<file path="src/rtl/fde_pkg.sv">
// Shared definitions for the fetch/decode/execute pipeline: op one-hot bit
// indices, ID_EX / EX_MEM field layout and the execute-stage state encoding.
package fde_pkg;

  localparam int OP_W = 16;

  localparam int OP_ADD = 0;
  localparam int OP_SUB = 1;
  localparam int OP_LI  = 2;
  localparam int OP_SHL = 3;
  localparam int OP_SHR = 4;
  localparam int OP_AND = 5;
  localparam int OP_OR  = 6;
  localparam int OP_XOR = 7;
  localparam int OP_BR  = 8;
  localparam int OP_BNE = 9;
  localparam int OP_MOV = 10;
  localparam int OP_ADI = 11;
  localparam int OP_MUL = 12;
  localparam int OP_HLT = 13;
  localparam int OP_NOP = 14;

  localparam logic [OP_W-1:0] OP_NOP_CODE = 16'h4000;

  // ID_EX bus layout (decode -> execute)
  localparam int IDEX_W         = 176;
  localparam int IDEX_WORD_W    = 32;
  localparam int IDEX_INSTR_LSB = 0;
  localparam int IDEX_PC_LSB    = 32;
  localparam int IDEX_RS_LSB    = 64;
  localparam int IDEX_RT_LSB    = 96;
  localparam int IDEX_IMM_LSB   = 128;
  localparam int IDEX_OP_LSB    = 160;

  // EX_MEM bus layout (execute -> writeback)
  localparam int EXMEM_W          = 86;
  localparam int EXMEM_RESULT_LSB = 0;
  localparam int EXMEM_PC_LSB     = 32;
  localparam int EXMEM_DEST_LSB   = 64;
  localparam int EXMEM_DEST_W     = 5;
  localparam int EXMEM_WEN_BIT    = 69;
  localparam int EXMEM_OP_LSB     = 70;

  typedef enum logic [1:0] {
    RUN      = 2'd0,
    MUL_BUSY = 2'd1,
    HALT     = 2'd2
  } ex_state_t;

  // True when exactly one op bit is set.
  function automatic logic op_is_one_hot(input logic [OP_W-1:0] op);
    return (op != '0) && ((op & (op - 1'b1)) == '0);
  endfunction

endpackage

</file>
<file path="src/rtl/seq_multiplier.sv">
// Radix-2 shift-add multiplier producing the low XLEN bits of the product.
// One iteration per clock after start; o_done flags the cycle in which the
// final iteration happens, with o_product already holding the final sum so
// the caller can capture it on that same edge.
module seq_multiplier #(
  parameter int XLEN       = 32,
  parameter int MUL_CYCLES = 32
) (
  input  logic            clock,
  input  logic            reset_n,
  input  logic            i_start,
  input  logic [XLEN-1:0] i_mcand,
  input  logic [XLEN-1:0] i_mplier,
  output logic            o_busy,
  output logic            o_done,
  output logic [XLEN-1:0] o_product
);

  localparam int CW = (MUL_CYCLES > 1) ? $clog2(MUL_CYCLES) : 1;
  localparam logic [CW-1:0] LAST_ITER = CW'(MUL_CYCLES - 1);

  logic            r_busy;
  logic [CW-1:0]   r_count;
  logic [XLEN-1:0] r_mcand;
  logic [XLEN-1:0] r_mplier;
  logic [XLEN-1:0] r_acc;

  logic [XLEN-1:0] w_addend;
  logic [XLEN-1:0] w_accNext;

  assign w_addend  = r_mplier[0] ? r_mcand : '0;
  assign w_accNext = r_acc + w_addend;

  assign o_busy    = r_busy;
  assign o_done    = r_busy && (r_count == LAST_ITER);
  assign o_product = w_accNext;

  // Load operands on start, then add/shift once per cycle until the last iteration.
  always_ff @(posedge clock or negedge reset_n) begin
    if (!reset_n) begin
      r_busy   <= 1'b0;
      r_count  <= '0;
      r_mcand  <= '0;
      r_mplier <= '0;
      r_acc    <= '0;
    end else if (i_start) begin
      r_busy   <= 1'b1;
      r_count  <= '0;
      r_mcand  <= i_mcand;
      r_mplier <= i_mplier;
      r_acc    <= '0;
    end else if (r_busy) begin
      r_acc    <= w_accNext;
      r_mcand  <= r_mcand << 1;
      r_mplier <= r_mplier >> 1;
      if (o_done) begin
        r_busy <= 1'b0;
      end else begin
        r_count <= r_count + 1'b1;
      end
    end
  end

endmodule

</file>
<file path="src/rtl/execute_stage.sv">
// Execute stage: decodes the one-hot op from ID_EX, runs single-cycle ALU and
// branch ops, hands MUL to the sequential multiplier, and registers the
// outcome onto EX_MEM. MUL_CYCLES is expected to equal XLEN so the
// multiplier consumes every multiplier bit.
module execute_stage
  import fde_pkg::*;
#(
  parameter int XLEN       = 32,
  parameter int MUL_CYCLES = 32
) (
  input  logic               clock,
  input  logic               reset_n,
  input  logic [IDEX_W-1:0]  ID_EX,
  input  logic               id_valid,
  output logic               stall,
  output logic [EXMEM_W-1:0] EX_MEM,
  output logic               ex_valid,
  output logic               branch_taken,
  output logic [31:0]        branch_target,
  output logic               halted,
  output logic               ex_illegal
);

  logic [XLEN-1:0]         w_instr;
  logic [XLEN-1:0]         w_pc;
  logic [XLEN-1:0]         w_rs;
  logic [XLEN-1:0]         w_rt;
  logic [XLEN-1:0]         w_imm;
  logic [OP_W-1:0]         w_op;
  logic                    w_legal;
  logic [OP_W-1:0]         w_opEff;
  logic [4:0]              w_rdField;
  logic [4:0]              w_rtField;
  logic [4:0]              w_shamt;
  logic                    w_unusedBits;
  logic                    w_accept;
  logic                    w_mulStart;
  logic                    w_isBranch;
  logic [XLEN-1:0]         w_target;
  logic [XLEN-1:0]         w_result;
  logic [EXMEM_DEST_W-1:0] w_dest;
  logic                    w_wen;
  logic                    w_taken;
  logic                    w_mulBusy;
  logic                    w_mulDone;
  logic [XLEN-1:0]         w_mulProduct;

  ex_state_t               r_state;
  logic [EXMEM_W-1:0]      r_exMem;
  logic                    r_exValid;
  logic                    r_branchTaken;
  logic [31:0]             r_branchTarget;
  logic                    r_halted;
  logic                    r_exIllegal;
  logic [XLEN-1:0]         r_mulPc;
  logic [EXMEM_DEST_W-1:0] r_mulDest;

  assign w_instr = ID_EX[IDEX_INSTR_LSB +: IDEX_WORD_W];
  assign w_pc    = ID_EX[IDEX_PC_LSB    +: IDEX_WORD_W];
  assign w_rs    = ID_EX[IDEX_RS_LSB    +: IDEX_WORD_W];
  assign w_rt    = ID_EX[IDEX_RT_LSB    +: IDEX_WORD_W];
  assign w_imm   = ID_EX[IDEX_IMM_LSB   +: IDEX_WORD_W];
  assign w_op    = ID_EX[IDEX_OP_LSB    +: OP_W];

  assign w_rdField    = w_instr[15:11];
  assign w_rtField    = w_instr[20:16];
  assign w_shamt      = w_instr[10:6];
  assign w_unusedBits = ^{w_instr[31:21], w_instr[5:0]};

  // Anything that is not exactly one-hot executes as a NOP.
  assign w_legal = op_is_one_hot(w_op);
  assign w_opEff = w_legal ? w_op : OP_NOP_CODE;

  assign stall      = (r_state == MUL_BUSY) | (r_state == HALT);
  assign w_accept   = id_valid && (r_state == RUN);
  assign w_mulStart = w_accept && w_opEff[OP_MUL];

  assign w_isBranch = w_opEff[OP_BR] | w_opEff[OP_BNE];
  assign w_target   = w_pc + 32'd4 + (w_imm << 2);

  // Single-cycle result, destination and write-enable for the accepted op.
  always_comb begin
    w_result = '0;
    w_dest   = '0;
    w_wen    = 1'b0;
    w_taken  = 1'b0;
    if (w_opEff[OP_ADD]) begin
      w_result = w_rs + w_rt;
      w_dest   = w_rdField;
      w_wen    = 1'b1;
    end
    if (w_opEff[OP_SUB]) begin
      w_result = w_rs - w_rt;
      w_dest   = w_rdField;
      w_wen    = 1'b1;
    end
    if (w_opEff[OP_LI]) begin
      w_result = w_imm;
      w_dest   = w_rtField;
      w_wen    = 1'b1;
    end
    if (w_opEff[OP_SHL]) begin
      w_result = w_rt << w_shamt;
      w_dest   = w_rdField;
      w_wen    = 1'b1;
    end
    if (w_opEff[OP_SHR]) begin
      w_result = w_rt >> w_shamt;
      w_dest   = w_rdField;
      w_wen    = 1'b1;
    end
    if (w_opEff[OP_AND]) begin
      w_result = w_rs & w_rt;
      w_dest   = w_rdField;
      w_wen    = 1'b1;
    end
    if (w_opEff[OP_OR]) begin
      w_result = w_rs | w_rt;
      w_dest   = w_rdField;
      w_wen    = 1'b1;
    end
    if (w_opEff[OP_XOR]) begin
      w_result = w_rs ^ w_rt;
      w_dest   = w_rdField;
      w_wen    = 1'b1;
    end
    if (w_opEff[OP_BR]) begin
      w_taken = 1'b1;
    end
    if (w_opEff[OP_BNE]) begin
      w_taken = (w_rs != w_rt);
    end
    if (w_opEff[OP_MOV]) begin
      w_result = w_rs;
      w_dest   = w_rdField;
      w_wen    = 1'b1;
    end
    if (w_opEff[OP_ADI]) begin
      w_result = w_rs + w_imm;
      w_dest   = w_rtField;
      w_wen    = 1'b1;
    end
    if (w_opEff[OP_MUL]) begin
      w_dest = w_rdField;
      w_wen  = 1'b1;
    end
  end

  seq_multiplier #(
    .XLEN       (XLEN),
    .MUL_CYCLES (MUL_CYCLES)
  ) u_mul (
    .clock     (clock),
    .reset_n   (reset_n),
    .i_start   (w_mulStart),
    .i_mcand   (w_rs),
    .i_mplier  (w_rt),
    .o_busy    (w_mulBusy),
    .o_done    (w_mulDone),
    .o_product (w_mulProduct)
  );

  // Execute-stage state machine: accepts ops in RUN, waits out MUL, parks in HALT.
  always_ff @(posedge clock or negedge reset_n) begin
    if (!reset_n) begin
      r_state        <= RUN;
      r_exMem        <= '0;
      r_exValid      <= 1'b0;
      r_branchTaken  <= 1'b0;
      r_branchTarget <= '0;
      r_halted       <= 1'b0;
      r_exIllegal    <= 1'b0;
      r_mulPc        <= '0;
      r_mulDest      <= '0;
    end else begin
      r_exValid     <= 1'b0;
      r_branchTaken <= 1'b0;
      r_exIllegal   <= 1'b0;
      case (r_state)
        RUN: begin
          if (w_accept) begin
            if (w_opEff[OP_MUL]) begin
              r_state   <= MUL_BUSY;
              r_mulPc   <= w_pc;
              r_mulDest <= w_dest;
            end else begin
              r_exMem[EXMEM_RESULT_LSB +: 32]          <= w_result;
              r_exMem[EXMEM_PC_LSB +: 32]              <= w_pc;
              r_exMem[EXMEM_DEST_LSB +: EXMEM_DEST_W]  <= w_dest;
              r_exMem[EXMEM_WEN_BIT]                   <= w_wen;
              r_exMem[EXMEM_OP_LSB +: OP_W]            <= w_opEff;
              r_exValid      <= 1'b1;
              r_branchTaken  <= w_taken;
              r_branchTarget <= w_isBranch ? w_target : '0;
              r_exIllegal    <= ~w_legal;
              if (w_opEff[OP_HLT]) begin
                r_state  <= HALT;
                r_halted <= 1'b1;
              end
            end
          end
        end
        MUL_BUSY: begin
          if (w_mulDone) begin
            r_exMem[EXMEM_RESULT_LSB +: 32]         <= w_mulProduct;
            r_exMem[EXMEM_PC_LSB +: 32]             <= r_mulPc;
            r_exMem[EXMEM_DEST_LSB +: EXMEM_DEST_W] <= r_mulDest;
            r_exMem[EXMEM_WEN_BIT]                  <= 1'b1;
            r_exMem[EXMEM_OP_LSB +: OP_W]           <= 16'h1000;
            r_exValid      <= 1'b1;
            r_branchTarget <= '0;
            r_state        <= RUN;
          end else if (!w_mulBusy) begin
            r_state <= RUN;
          end
        end
        HALT: begin
          r_halted <= 1'b1;
        end
        default: begin
          r_state <= RUN;
        end
      endcase
    end
  end

  assign EX_MEM        = r_exMem;
  assign ex_valid      = r_exValid;
  assign branch_taken  = r_branchTaken;
  assign branch_target = r_branchTarget;
  assign halted        = r_halted;
  assign ex_illegal    = r_exIllegal;

endmodule
</file>
<file path="config.mk">
export PLATFORM = sky130hd
export DESIGN_NAME = execute_stage
export DESIGN_NICKNAME = d
export VERILOG_FILES = /design/src/rtl/fde_pkg.sv /design/src/rtl/seq_multiplier.sv /design/src/rtl/execute_stage.sv
export SDC_FILE = /design/constraint.sdc
export NUM_CORES = 1
export LEC_CHECK = 0
export ABC_AREA = 1
export BUFFER_PORTS_ARGS = -buffer_cell sky130_fd_sc_hd__buf_4
export CAP_MARGIN = 20
export CORE_MARGIN = 3
export CORE_UTILIZATION = 35
export CTS_CLUSTER_DIAMETER = 30
export DETAILED_ROUTE_END_ITERATION = 12
export PLACE_DENSITY = 0.56
export SLEW_MARGIN = 20
export SYNTH_ARGS = -nofsm -noshare
export SYNTH_HDL_FRONTEND = slang
export SYNTH_SLANG_ARGS = --single-unit
</file>
<file path="constraint.sdc">
create_clock -name clock -period 5.9 [get_ports clock]
set_input_delay 1.77 -clock clock [delete_from_list [all_inputs] [get_ports clock]]
set_output_delay 1.77 -clock clock [all_outputs]
set_load 0.05 [all_outputs]
</file>
==> impl_metrics.yaml, run 1 <==
global_route:
  grt_pass1_wl_um: 195000
  first_global_vias: 28600
  grtUsageMet1: 0.446
  busiest_layer: "met2"
  grt_usage: 0.332
  use_met3: 0.0660
  grt_start_max_net_pins: 91
  antenna_found_initial: 11
  grt_overflow_total: 0
  grt_use_met2: 0.510
placement:
  numPortBuffers: 284
  hpwl_um: 108000
  post-place-ws_ns: 0.609
  place_congestion: 1.15
cts:
  ctsHoldBuffers: 0
  cts_buffer_depth: 3
  post_cts_resized: 0
  cts_tree: "yes"
  cts_setup_buffers: 0
  numCtsBuffers: 72
  cts_max_level: 3
  clk_latency_ns: 0.62
  cts.sinks: 263
  clk_pin_slew_worst_paths_ns: 0.04
  root_buffer: "clkbuf_16"
timing:
  setup_viol: 0
  fin_skew_ns: 0.0431
  setup-tns-final_ns: 0
  max_freq_mhz: 209
  grt_setup_unrepaired: "false"
  fin_crit_sh: 0.811
  hold_viol: 0
  period_minus_slack_ns: 4.79
  slew_viol_final: 0
  relSlewSlack: 0.447
  worstMarginPinSlew_ns: 0.830
  fin_ws_ns: 1.11
drt:
  detail-route-antenna-nets: 0
  remaining_drc_errors: 0
  via_per_inst: 5.42
  drtIter0Drc: 3191
  firstDrtPassIters: 7
  dr_total_vias: 30600
  drt_wl_total_um: 135000
  wl_per_cell_um: 23.9
run:
  maxCapViolCount: 0
critical_path:
  crit_required_ns: 6.40
  reg2reg_from: "u_mul.r_mplier[0]$_DFFE_PN0P_"
  worstSetupPathType: "in -> reg"
  critPathLaunch: "ID_EX[84]"
  cp-start-kind: "input pin"
  cp-end-kind: "flop"
  worstPathArrival_ns: 5.28
  critPathMaxFanout: 10
yosys:
  synth-async-reset-ratio: 1.00
  yosysTopAreaCell: "dfrtp_1"
  synth_nets: 4727
  postSynthCellCount: 4324
  synth-edff-count: 0
  ys_ff_latch: 263
  synth_cell_types: 58
  syn_area_um2: 26800
  synth_area_leaders: "dfrtp_1, nand2_1, ha_1, inv_1, a21oi_1"
  yosysWarningCount: 0
  synth_ff_type: "dfrtp_1"
  synth.avg_cell_area_um2: 6.20
  ys_seq_area_frac: 0.245
  synth_top_area_frac: 0.245
floorplanning:
  core_um2: 75200
  die_w_um: 283
  io_pins: 302
  die_area_um2: 80000
  die_h_um: 283
  start_util: 0.357
  row_count: 100
pwr:
  power.leakage_uw: 0.0173
  irDropWorstVdd_mv: 0.235
  power_density_nw_per_um2: 268
finish:
  final_util: 0.434
  drive_above_1_share: 0.117
  syn_to_final_growth_pct: 21.6
  nets: 4972
  fillCellCount: 8151
  ff_latch_area_um2: 6580
  multi_input_comb_area_um2: 17600
outcome:
  status: "finished clean"
worst_hold_path:
  hold_class: "reg -> reg"
  worstHoldStart: "r_mulPc[22]$_DFFE_PN0P_"
synth_stat cells (5+ instances only):
master	instances
o221ai_1	34
o21ai_1	18
a21o_1	17
nor3_1	28
o211ai_1	37
o21a_1	8
or2_2	26
a22oi_1	14
o31ai_1	6
a31oi_1	60
o22ai_1	7
nor2_1	393
nor2_2	5
xnor2_1	21
nand4_1	57
nand3_1	239
a22o_1	22
dfrtp_1	263
mux2i_1	11
o21ai_0	273
nor4_1	7
buf_2	41
ha_1	219
a21oi_1	301
clkbuf_1	126
o21bai_1	34
inv_1	473
buf_6	5
fa_1	5
buf_1	21
nand2_1	1430
xor2_1	67
inv_2	12
final cells by class:
cell class,count,share of cell area
Multi-Input combinational cell,3380,0.541
Sequential cell,263,0.202
Timing Repair Buffer,365,0.0882
Clock buffer,92,0.0597
Inverter,487,0.0562
Tap cell,1020,0.0391
Clock inverter,36,0.0138
Antenna cell,2,0.000154
through the flow:
stage / hold WS (ns) / cells / area, µm² / power [µW]
floorplan: 0.437 / 4324 / 26800 / 3820
detailed placement: 0.455 / 5515 / 30200 / 4880
finish: 0.464 / 5645 / 32600 / 8730
global route: 0.485 / 5643 / 32600 / 9140
global placement: 0.453 / 5515 / 30200 / 4870
CTS: 0.468 / 5643 / 32600 / 8790
critical path, cell delays in order:
cell,delay (ns)
buf_4,0.16
inv_1,0.16
ha_1,0.66
nand2_1,0.24
nor2_1,0.28
nand2_1,0.14
nor2_1,0.12
nand2_1,0.07
nand2_1,0.08
nand2_1,0.05
nand2_1,0.07
inv_1,0.04
nand2_1,0.04
nand2_1,0.10
nor2_1,0.22
nand4_1,0.35
nor2_1,0.27
nand4_1,0.11
nand2_1,0.09
nand2_1,0.10
nand2_1,0.07
nand2_1,0.05
cell usage in the layout, fill, tap and decap left out, types with 7 or more instances in the layout:
master     synthesis  final
clkbuf_8           0      7
buf_4              1    353
xnor2_1           21     21
a31oi_1           60     60
nor4_1             7      7
inv_1            473    472
o22ai_1            7      7
clkbuf_16          0     72
a22o_1            22     22
or2_2             26     26
dfrtp_1          263    262
nand2_1         1430   1430
o21bai_1          34     34
buf_12             0     10
o221ai_1          34     34
nor3_1            28     28
ha_1             219    218
a22oi_1           14     14
nor2_4             2      7
clkinv_2           0     15
xor2_1            67     67
nor2_1           393    385
mux2i_1           11     11
clkbuf_1         126     13
a21oi_1          301    301
o211ai_1          37     37
nand3_1          239    239
nand4_1           57     57
o21ai_0          273    273
o21a_1             8      8
a21o_1            17     17
inv_2             12     11
nor2_2             5      8
o21ai_1           18     18
registers in the layout (all words and copies together), names as in the netlist, 2 cells and up:
| name | cells |
|---|---|
| EX_MEM | 86 |
| branch_target | 32 |
| r_mulPc | 32 |
| u_mul.r_acc | 32 |
| u_mul.r_mcand | 32 |
| u_mul.r_mplier | 32 |
| r_mulDest | 5 |
| u_mul.r_count | 5 |
| r_state | 2 |
logic make-up (layout without fill, tap and decap cells):
| kind of cell | after synthesis | after routing | share of synthesized area |
|---|---|---|---|
| xor gates and xnor gates | 88 | 88 | 0.0287 |
| muxes | 11 | 11 | 0.00411 |
| other | 0 | 2 | 0 |
| buffers and inverters | 681 | 980 | 0.0988 |
| AOI/OAI and AO/OA | 856 | 856 | 0.185 |
| DFF | 263 | 263 | 0.245 |
| adders and majority gates | 224 | 224 | 0.106 |
| and+or+nand+nor | 2201 | 2201 | 0.332 |
where the power goes:
group          total [µW]  internal, µW  switching, µW
registers            2050          1960           87.8
logic                2840           816           2020
clock network        3840          2600           1240
total                8730          5380           3350
per-layer routing:
layer / share of wire / up-vias
li1: - / 14600
met1: 0.43 / 14300
met2: 0.43 / 1341
met3: 0.086 / 293
met4: 0.055 / 6
met5: 0.00033 / -
worst paths after layout:
kind,to,slack [ns],depth (start not counted)
max in group asynchronous,EX_MEM[38]$_DFFE_PN0P_,3.64,2
worst min register to register,r_mulPc[22]$_DFFE_PN0P_,0.46,2
min in group asynchronous,EX_MEM[52]$_DFFE_PN0P_,1.19,1
worst max register to register,EX_MEM[23]$_DFFE_PN0P_,2.27,18
worst max-delay path,EX_MEM[25]$_DFFE_PN0P_,1.11,22
worst min-delay path,r_mulPc[22]$_DFFE_PN0P_,0.46,2
(Power assumes the default switching activity.)
==> run 2: changes to the inputs <==
Clock period 5.9 ns to 4.48 ns, I/O delays scaled along.
==> run 2 against run 1 <==
Clock power increased by 34%. Non-clock buffer count is 261 higher. Count of clock-buffer cells in the layout decreased by 2. Utilization up 2.9 points. Sequential power up 32%. Routed wire length up 2.6%. Critical endpoint is now EX_MEM[12]$_DFFE_PN0P_. Largest cell class unchanged.
==> impl_metrics.yaml, run 2 (same netlist as run 1, synthesis figures left out) <==
floorplanning:
  start_util: 0.357
  die_area_um2: 80000
  row_count: 100
  core_um2: 75200
  die_w_um: 283
  io_pins: 302
  die_h_um: 283
timing:
  whs_ns: 0.461
  fin_crit_sh: 0.909
  hold_viol: 0
  fin_ws_ns: 0.409
  slew_viol_final: 0
  max_freq_mhz: 246
  relSlewSlack: 0.306
  setup_viol: 0
  grt_setup_unrepaired: "false"
  worstMarginPinSlew_ns: 1.04
  fin_skew_ns: 0.0367
  period_minus_slack_ns: 4.07
critical_path:
  crit_end: "EX_MEM[12]$_DFFE_PN0P_"
  crit_required_ns: 4.97
  cp-start-kind: "input pin"
  worstPathArrival_ns: 4.57
  slowest_stage: "ha_1"
  critPathLaunch: "ID_EX[107]"
  rr_worst_depth: 15
  crit_chain: "buf_4 > inv_1 > ha_1 > nand2_1 > inv_1 > a21oi_1 > nand3_1 > xor2_1 > inv_1 > nand2_1 > nand2_1 > nor2_1 > buf_4 > nand4_1 > buf_4 > nor2_1 > nand4_1 > nand2_1 > nand2_1 > nand2_1 > nand2_1"
  worstReg2RegEnd: "EX_MEM[29]$_DFFE_PN0P_"
  cp-end-kind: "flop"
  worstSetupPathType: "in -> reg"
  max_stage_delay_ns: 0.41
  r2r_slack_ns: 1.04
  reg2reg_from: "u_mul.r_mplier[0]$_DFFE_PN0P_"
  critPathMaxFanout: 7
  timing.critical_path.mode_cell: "nand2_1"
drt:
  wl_per_cell_um: 23.4
  via_per_inst: 5.40
  drtIter0Drc: 3438
  remaining_drc_errors: 0
  dr_total_vias: 31900
  drt_wl_total_um: 138000
  firstDrtPassIters: 7
  detail-route-antenna-nets: 0
global_route:
  grt_overflow_total: 0
  grt_pass1_wl_um: 199000
  first_global_vias: 29900
  grt_start_max_net_pins: 84
  antenna_found_initial: 3
  grt_usage: 0.338
finish:
  final_common_cell: "nand2_1"
  syn_to_final_growth_pct: 29.6
  mostFrequentLayoutCells: "nand2_1, buf_4, inv_1"
  nets: 5230
  drive_above_1_share: 0.165
  largest_reg_flops: 86
placement:
  numPortBuffers: 284
  hpwl_um: 113000
  place_congestion: 1.15
  post-place-ws_ns: -0.101
cts:
  post_cts_resized: 0
  cts_buffer_depth: 3
  root_buffer: "clkbuf_16"
  cts_setup_buffers: 0
  cts_max_level: 3
  cts_tree: "yes"
  ctsHoldBuffers: 0
  numCtsBuffers: 69
  clk_pin_slew_worst_paths_ns: 0.04
  clk_latency_ns: 0.61
  cts.sinks: 263
pwr:
  p_sw_frac: 0.377
  irDropWorstVdd_mv: 0.242
  clkPwrFrac: 0.435
  power.combinational.fraction: 0.338
  seqPwrFrac: 0.228
  power.leakage_uw: 0.0186
  power_density_nw_per_um2: 341
  internal_power_uw: 7390
  p_sw_uw: 4480
outcome:
  status: "finished clean"
run:
  maxCapViolCount: 0
worst_hold_path:
  hold_class: "reg -> reg"
## run 2: changes by cell type in the layout (fill, tap and decap cells not counted), sizes merged
cell      change
bufinv        +2
buf         +261
clkinvlp      +2
diode         +1
inv           -5
clkbuf        -2
## run 2: how the worst min path moves through the flow
stage,start,cells past startpoint,end
after global routing,halted$_DFFE_PN0P_,1,halted$_DFFE_PN0P_
after detailed placement,r_mulDest[1]$_DFFE_PN0P_,2,r_mulDest[1]$_DFFE_PN0P_
after floorplan,r_mulDest[1]$_DFFE_PN0P_,2,r_mulDest[1]$_DFFE_PN0P_
after CTS,u_mul.r_mplier[3]$_DFFE_PN0P_,2,u_mul.r_mplier[2]$_DFFE_PN0P_
after global placement,r_mulDest[1]$_DFFE_PN0P_,2,r_mulDest[1]$_DFFE_PN0P_
final,u_mul.r_mplier[3]$_DFFE_PN0P_,2,u_mul.r_mplier[2]$_DFFE_PN0P_
## run 2: power groups by stage
stage | sequential [µW] | combinational, µW | clock (µW)
after global routing | 2720 | 4280 | 5350
after CTS | 2700 | 3960 | 5220
final | 2700 | 4000 | 5160
after detailed placement | 2740 | 3940 | 0
after floorplan | 3390 | 1640 | 0
after global placement | 2730 | 3940 | 0
## run 2: stage by stage
stage               TNS (ns)  cells  area, µm²  utilization  power, µW
floorplan                  0   4324      26800            -       5040
detailed placement    -0.113   5776      32300        0.430       6680
finish                     0   5904      34800        0.462      11900
global route               0   5901      34700        0.462      12400
global placement      -0.210   5776      32300        0.430       6670
CTS                        0   5901      34700        0.462      11900
## run 2: layer usage
metal | wire length, µm | up-vias | track usage
met5 | 9 | - | 0
met4 | 7970 | 2 | 0.171
met3 | 13300 | 324 | 0.0823
met2 | 59000 | 1559 | 0.519
met1 | 58000 | 14800 | 0.443
li1 | - | 15200 | -
## run 2: worst max-delay path: cells and delay by family
family	cells	cell delay, ns
AND/OR/NAND/NOR	12	1.54
buffers and inverters	6	0.78
adder cells (fa/ha/maj)	1	0.41
AO/OA/AOI/OAI	1	0.28
XOR/XNOR	1	0.18
## run 2: area by class of cell
cell class | count | area (µm²)
Inverter | 487 | 1830
Fill cell | 7905 | 40400
Antenna cell | 3 | 7.51
Timing Repair Buffer | 626 | 4980
Sequential cell | 263 | 6580
Clock buffer | 90 | 1940
Tap cell | 1020 | 1280
Multi-Input combinational cell | 3380 | 17600
Clock inverter | 35 | 505
